### config.mk
export PLATFORM = sky130hd
export DESIGN_NAME = lpddr2_port_arbiter
export DESIGN_NICKNAME = d
export VERILOG_FILES = /design/src/rtl/lpddr2_port_arbiter.sv
export SDC_FILE = /design/constraint.sdc
export NUM_CORES = 1
export LEC_CHECK = 0
export ABC_AREA = 1
export CAP_MARGIN = 10
export CORE_UTILIZATION = 39
export DETAILED_ROUTE_END_ITERATION = 8
export HOLD_SLACK_MARGIN = 0.06
export PLACE_DENSITY = 0.77
export SYNTH_ARGS = -nofsm -noshare
export SYNTH_HDL_FRONTEND = slang
export SYNTH_SLANG_ARGS = --single-unit
### constraint.sdc
create_clock -name iCLK -period 1.6 [get_ports iCLK]
set_input_delay 0.32 -clock iCLK [delete_from_list [all_inputs] [get_ports iCLK]]
set_output_delay 0.32 -clock iCLK [all_outputs]
set_load 0.005 [all_outputs]
### src/rtl/lpddr2_port_arbiter.sv
// Shares the single LPDDR2 controller port between instruction fetch (read-only)
// and data load/store, one transaction at a time, with round-robin on ties.
module lpddr2_port_arbiter #(
  parameter int ADDR_W  = 27,
  parameter int DATA_W  = 32,
  parameter int TIMEOUT = 1024
) (
  input  logic              iCLK,
  input  logic              iRST_n,
  input  logic              d_req,
  input  logic              d_we,
  input  logic [ADDR_W-1:0] d_addr,
  input  logic [DATA_W-1:0] d_wdata,
  output logic [DATA_W-1:0] d_rdata,
  output logic              d_ack,
  input  logic              i_req,
  input  logic [ADDR_W-1:0] i_addr,
  output logic [DATA_W-1:0] i_rdata,
  output logic              i_ack,
  output logic              mem_read_req,
  output logic              mem_write_req,
  output logic [ADDR_W-1:0] mem_addr,
  output logic [DATA_W-1:0] mem_wdata,
  input  logic [DATA_W-1:0] mem_rdata,
  input  logic [3:0]        mem_state,
  output logic              busy,
  output logic              timeout_err
);

  localparam int CNT_W = $clog2(TIMEOUT);
  localparam logic [CNT_W-1:0] CNT_MAX = CNT_W'(TIMEOUT - 1);
  localparam logic [CNT_W-1:0] CNT_PRE = CNT_W'(TIMEOUT - 2);

  localparam logic [2:0] S_WAIT_INIT = 3'd0;
  localparam logic [2:0] S_ARB       = 3'd1;
  localparam logic [2:0] S_ISSUE     = 3'd2;
  localparam logic [2:0] S_BUSY      = 3'd3;
  localparam logic [2:0] S_DONE      = 3'd4;

  localparam logic [3:0] MS_IDLE = 4'd1;

  logic [2:0]       state, state_nxt;
  logic             grant_d, grant_i;
  logic             last_i;    // 1: fetch was granted last
  logic             owner_i;   // 1: current transaction belongs to fetch
  logic             lat_we;
  logic [CNT_W-1:0] wd_cnt;

  // NOTE: every variable assigned in always_comb gets a default first, so no
  // path through the case statement can leave it unassigned and infer a latch.
  always_comb begin
    state_nxt = state;
    grant_d   = 1'b0;
    grant_i   = 1'b0;
    case (state)
      S_WAIT_INIT: if (mem_state == MS_IDLE) state_nxt = S_ARB;
      S_ARB: begin
        if (d_req && i_req) begin
          grant_d = last_i;
          grant_i = !last_i;
        end else begin
          grant_d = d_req;
          grant_i = i_req;
        end
        if (grant_d || grant_i) state_nxt = S_ISSUE;
      end
      S_ISSUE:  if (mem_state != MS_IDLE) state_nxt = S_BUSY;
      S_BUSY:   if (mem_state == MS_IDLE) state_nxt = S_DONE;
      S_DONE:   state_nxt = S_ARB;
      default:  state_nxt = S_WAIT_INIT;
    endcase
  end

  // NOTE: sequential state uses non-blocking assignments so every register
  // samples pre-edge values, independent of statement order in the block.
  always_ff @(posedge iCLK or negedge iRST_n) begin
    if (!iRST_n) begin
      state         <= S_WAIT_INIT;
      last_i        <= 1'b1;
      owner_i       <= 1'b0;
      lat_we        <= 1'b0;
      wd_cnt        <= '0;
      d_rdata       <= '0;
      i_rdata       <= '0;
      d_ack         <= 1'b0;
      i_ack         <= 1'b0;
      mem_read_req  <= 1'b0;
      mem_write_req <= 1'b0;
      mem_addr      <= '0;
      mem_wdata     <= '0;
      busy          <= 1'b0;
      timeout_err   <= 1'b0;
    end else begin
      state <= state_nxt;
      busy  <= (state_nxt != S_ARB);
      d_ack <= 1'b0;
      i_ack <= 1'b0;

      // Watchdog runs for the whole time the controller owns the transaction.
      if ((state == S_ISSUE || state == S_BUSY) && wd_cnt != CNT_MAX) begin
        wd_cnt <= wd_cnt + 1'b1;
        if (wd_cnt == CNT_PRE) timeout_err <= 1'b1;
      end

      case (state)
        S_ARB: begin
          if (grant_d || grant_i) begin
            // mem_addr / mem_wdata double as the transaction latch.
            mem_addr      <= grant_d ? d_addr : i_addr;
            mem_wdata     <= grant_d ? d_wdata : '0;
            lat_we        <= grant_d & d_we;
            mem_write_req <= grant_d & d_we;
            mem_read_req  <= !(grant_d & d_we);
            owner_i       <= grant_i;
            last_i        <= grant_i;
            wd_cnt        <= '0;
          end
        end
        S_ISSUE: begin
          if (state_nxt == S_BUSY) begin
            mem_read_req  <= 1'b0;
            mem_write_req <= 1'b0;
          end
        end
        S_BUSY: begin
          if (state_nxt == S_DONE) begin
            d_ack <= !owner_i;
            i_ack <= owner_i;
            if (!lat_we) begin
              if (owner_i) i_rdata <= mem_rdata;
              else         d_rdata <= mem_rdata;
            end
          end
        end
        default: ;
      endcase
    end
  end

endmodule

## Word level (Yosys, flattened, before mapping)

Cells that the tools add are included.

- Register bits after elaboration: 145
- Output and inout bits: 129
- Logic and storage cells: 72

- Add/subtract/negate cells: 1
- Eq/ne operators: 13
- Multiplexer cells: 25
- Bitwise gates (word level): 3
- Reduce and logical (&&, ||, !) cells: 15

Operators by type and width:

| kind | count |
|---|---|
| $mux W32 | 1 |
| $mux W10 | 3 |
| $mux W27 | 1 |
| $pmux W3 S5 | 1 |
| $mux W1 | 13 |
| $mux W3 | 4 |
| $add A10 B1 Y10 const B | 1 |
| $eq A10 B10 Y1 const B | 1 |
| $ne A10 B10 Y1 const B | 1 |
| $eq A3 B2 Y1 const B | 3 |
| $reduce_and A4 Y1 | 2 |
| $eq A3 B3 Y1 const B | 2 |
| $eq A4 B1 Y1 const B | 1 |
| $ne A4 B1 Y1 const B | 1 |
| $pmux W1 S2 | 2 |
| $reduce_and A2 Y1 | 2 |
| $eq A3 B1 Y1 const B | 1 |
| $logic_not A1 Y1 | 3 |
| $logic_not A3 Y1 | 1 |
| $logic_or A1 B1 Y1 | 3 |
| $ne A3 B1 Y1 const B | 1 |
| $reduce_and A3 Y1 | 1 |
| $logic_and A1 B1 Y1 | 2 |
| $ne A2 B1 Y1 const B | 1 |
| other kinds (4) | 5 |

## Longest topological paths before layout

- Word-level depth: 9
- Gate-level depth with buffers: 10
- Mapped depth without buffers: 9

## Least setup slack after synthesis

Ideal clock, no wire load.

- Path type: register -> register
- Start point: register wd_cnt[0]
- End point: register wd_cnt[6]
- Library setup time: 0.131 ns
- Arrival: 1.449 ns
- Data required time: 1.469 ns
- Path slack: 0.020 ns
- Cell stages (with the launch flop): 10
- Path buffers: 1
- Cell sequence: dfrtp_1 > ha_1 > inv_1 > nor2_1 > nand3_1 > nand2_1 > inv_1 > buf_2 > o21ai_0 > nor2_1

- Longest elaborated chain between the ends: 5
- Elaborated cells between the ends (all ways): 6

RTL lines:

| element | RTL line | RTL |
|---|---|---|
| from (decl) | 47 | `logic [CNT_W-1:0] wd_cnt;` |
| from (signal assigned) | 101 | `wd_cnt <= wd_cnt + 1'b1;` |
| parallel branches: the longest is 2 deep, another holds $add A10 B1 Y10 | - |  |
| $mux W10 * | 100 | `if ((state == S_ISSUE \|\| state == S_BUSY) && wd_cnt != CNT_MAX) begin` |
| $mux W10 | 107 | `if (grant_d \|\| grant_i) begin` |
| $mux W10 * | 105 | `case (state)` |

Mark *: on every way between the ends.
A chain may end at the register's enable or synchronous reset.

## Worst setup path after layout

- Start point: register state[2]
- End point: register d_rdata[21]

- Longest elaborated chain between the ends: 4
- Elaborated cells between the ends (all ways): 12

RTL lines:

| element | RTL line | RTL |
|---|---|---|
| from (decl) | 42 | `logic [2:0] state, state_nxt;` |
| from (signal assigned) | 94 | `state <= state_nxt;` |
| $eq A3 B3 Y1 (tied with other cells) | 55 | `case (state)` |
| $pmux W3 S5 * | 55 |  |
| named net state_nxt[2] | 42 |  |
| $eq A3 B3 Y1 * | 126 | `if (state_nxt == S_DONE) begin` |
| $reduce_and A4 Y1 (no source line) * | - |  |
| to (signal assigned) | 131 | `else d_rdata <= mem_rdata;` |
| to (decl) | 14 | `output logic [DATA_W-1:0] d_rdata,` |

Mark *: on every way through the listed nets, which the timed path passes. The rest lies on a longest branch.

==> flow_summary.toml <==
[power]
irDropWorstVdd_mv = 0.738
static-leakage-power_uw = 0.00567
post-layout-total-power_uw = 16700
power_per_cell_area_nw_per_um2 = 1660

[logic_synthesis]
netlist-cell-type-count = 26
yosysWarnings = 0
synth_nets = 764
netlist_instances = 635
synth_seq_area_share_pct = 59.6
post_synth.cell_area_avg_sq_um = 9.58
synth.cell_area_sq_um = 6090
ys_ff_latch = 145

[finish]
antennaDiodeCount = 0
fin_util_pct = 66.3
fraction_of_final_layout_cells_with_drive_strength_greater_than_1_pct = 15.0
stdcell_count = 1126
area_delta_synth_final_pct = 65.5
finish.net_count = 1054

[grt]
grt_antenna_before_repair = 0
maximum_number_of_pins_on_one_net_before_global_route_repair = 65
grt_util_all_layers_pct = 20.8
grt_pass1_vias = 5287
grt_pass1_wl_um = 26200
grt-ovfl-total = 0

[worst_setup_path]
endpoint_kind = "register"
startpoint_type = "register"
worst_setup_path_startpoint = "state[2]"
timing.critical_path.required_ns = 1.90
path_buf_inv = 3
timing_worst_setup_path_type = "register to register"
maximum_cell_stage_delay_along_the_critical_path_ns = 0.40
cpLargestDelayFamily = "simple AND/OR/NAND/NOR gates"
timing.reg2reg.setup_slack_ns = 0.02
worst_ep_arrival_time_ns = 1.88
rr_startpoint = "state[2]"
critPathMaxFanout = 8
worst_path_cell_with_the_longest_stage_delay = "dfrtp_1"
list_of_cells_traversed_by_the_critical_path = "nor2_4 -> inv_2 -> nor3_4 -> buf_6 -> nand3_4 -> clkbuf_16 -> nand2_1 -> o21ai_2"

[clock_tree]
ctsLongestPathBuffers = 2
insertion_delay_ns = 0.41
path_clk_slew_ns = 0.06
cts_tree = "done"
cts.sinks = 145
clock-root-buffer = "clkbuf_16"
numCtsBuffers = 17
htree_levels = 4

[sta]
grt_setup_unrepaired = "yes"
fin_skew_ns = 0.00660
final_min_period_over_clock_period_pct = 98.6
postLayoutSetupSlackWorst_ns = 0.0222
finalHoldViolations = 0
max_clock_freq_mhz = 634
worst_margin_slew_ns = 0.269
finalMaxSlewViolations = 0
period_minus_slack_ns = 1.58
setup_viol_count_final = 0
max_slew_margin_pct = 82.0

[placement]
gp_congestion = 0.811
placement.io_buffers = 255
dp.cells = 1067
hpwlAfterDp_um = 11500
setup_ws_pre_cts_ns = -0.366

[routing]
vias = 5513
detail_route.wirelength_um = 18400
detail_route.drc_violations = 0
final_ant_viol_nets = 0
drt_iter0_drc = 274
post_drt_via_cell_ratio = 4.90
wl_per_cell_um = 16.4
drt_pass_1_iters = 4

[floorplanning]
io_pins = 256
design.die.area_sq_um = 16100
die_w_um = 127
rows = 45
die_height_um = 127
core_region_area_sq_um = 15200
floorplan.initialDensity_pct = 40.0

[worst_hold_path]
hold_class = "primary input to asynchronous set/reset pin"

[job]
drv.max_cap_violation_count = 0

[outcome]
run_status = "completed"
[registers in the layout (all words and copies together) (netlist names)]
name	count
busy	1
d_ack	1
d_rdata	32
i_ack	1
i_rdata	32
last_i	1
lat_we	1
mem_addr	27
mem_read_req	1
mem_wdata	32
mem_write_req	1
owner_i	1
state	3
timeout_err	1
wd_cnt	10
[final cells by class]
class,instances,area (sq um)
Inverter,59,221
Clock inverter,12,179
Tap cell,188,235
Timing Repair Buffer,306,3240
Sequential cell,145,3630
Multi-Input combinational cell,396,2110
Fill cell,1184,5130
Clock buffer,20,457
[worst register-to-register path, cell delays in order, from the launching register on]
cell       delay (ns)
dfrtp_1          0.40
nor2_4           0.10
inv_2            0.05
nor3_4           0.18
buf_6            0.14
nand3_4          0.21
clkbuf_16        0.26
nand2_1          0.07
o21ai_2          0.05
[cells in the mapped netlist]
master	count	area share (%)
a21oi_1	31	2.5
a22o_1	32	4.6
buf_2	11	0.90
buf_4	2	0.25
buf_6	10	1.9
clkbuf_1	12	0.74
dfrtp_1	144	59
dfstp_2	1	0.43
ha_1	2	0.41
inv_1	57	3.5
inv_2	2	0.12
nand2_1	157	9.7
nand3_1	11	0.90
nand3_4	2	0.58
nand4_1	5	0.51
nor2_1	46	2.8
nor2_4	1	0.19
nor3_1	1	0.082
nor3_4	1	0.27
o211ai_1	1	0.12
o21ai_0	39	3.2
o21ai_1	42	3.5
o21ai_2	22	3.2
o21bai_1	1	0.12
xnor2_1	1	0.14
xor2_1	1	0.14
[where the power goes]
group          internal [uW]  switching, uW  leakage (uW)
Sequential              5190            861       0.00186
Clock                   2710           1560      0.000309
Combinational           3410           2980       0.00350
[timing repair]
item,4_1_cts,5_1_grt
gates cloned,0,11
endpoints found under the hold margin,124,0
setup endpoints to repair,94,164
pin swaps,0,5
setup buffers,7,8
hold buffers,1,0
gates resized for setup,91,78
[final timing paths]
path | endpoint | cells after the start
max | d_rdata[21] | 8
max reg2reg | d_rdata[21] | 8
max in group asynchronous | mem_wdata[5] | 3
min reg2reg | last_i | 2
min in group iCLK | state[1] | 4
min | timeout_err | 2
[layer usage]
layer | vias to the layer above | global-route usage, % | share of wire [%]
met5 | - | 0 | 0
met4 | 0 | 9.17 | 2.9
met3 | 40 | 5.78 | 5.5
met2 | 182 | 34.5 | 49
met1 | 2618 | 25.5 | 42
li1 | 2673 | - | -
[stage by stage]
stage	TNS [ns]	hold slack [ns]	instance area [sq um]
floorplan	0	0.0244	6090
global placement	-26.16	0.179	8990
detailed placement	-28.67	0.180	8990
CTS	0	0.308	9580
global route	-0.579	0.335	10100
finish	0	0.314	10100
[logic make-up (layout without fill, tap and decap cells)]
group / after synthesis / in the layout / share of synthesized area (%)
adder cells (fa/ha/maj): 2 / 2 / 0.411
AO/OA/AOI/OAI: 168 / 168 / 17.2
XOR/XNOR: 2 / 2 / 0.288
buffers and inverters: 94 / 397 / 7.38
AND/OR/NAND/NOR: 224 / 224 / 15.0
flip-flops: 145 / 145 / 59.6
[layout by cell type (no fill, tap or decap), types with 2 or more instances in the layout]
cell type / count
clkinvlp_4: 2
o21ai_2: 31
inv_2: 5
nor2_1: 44
nor2_2: 2
inv_6: 2
buf_12: 11
bufinv_16: 4
ha_1: 2
inv_1: 54
clkdlybuf4s50_1: 121
o21ai_0: 36
dlymetal6s2s_1: 44
buf_4: 25
nand2_1: 144
dlygate4sd2_1: 89
o21ai_1: 36
nand2_2: 12
nand4_1: 5
buf_6: 7
dfrtp_1: 144
clkinv_2: 3
clkbuf_16: 24
a22o_1: 32
nand3_1: 9
a21oi_1: 30
clkbuf_8: 2
nand3_4: 3
No activity file was read; power rests on OpenSTA's default activity.
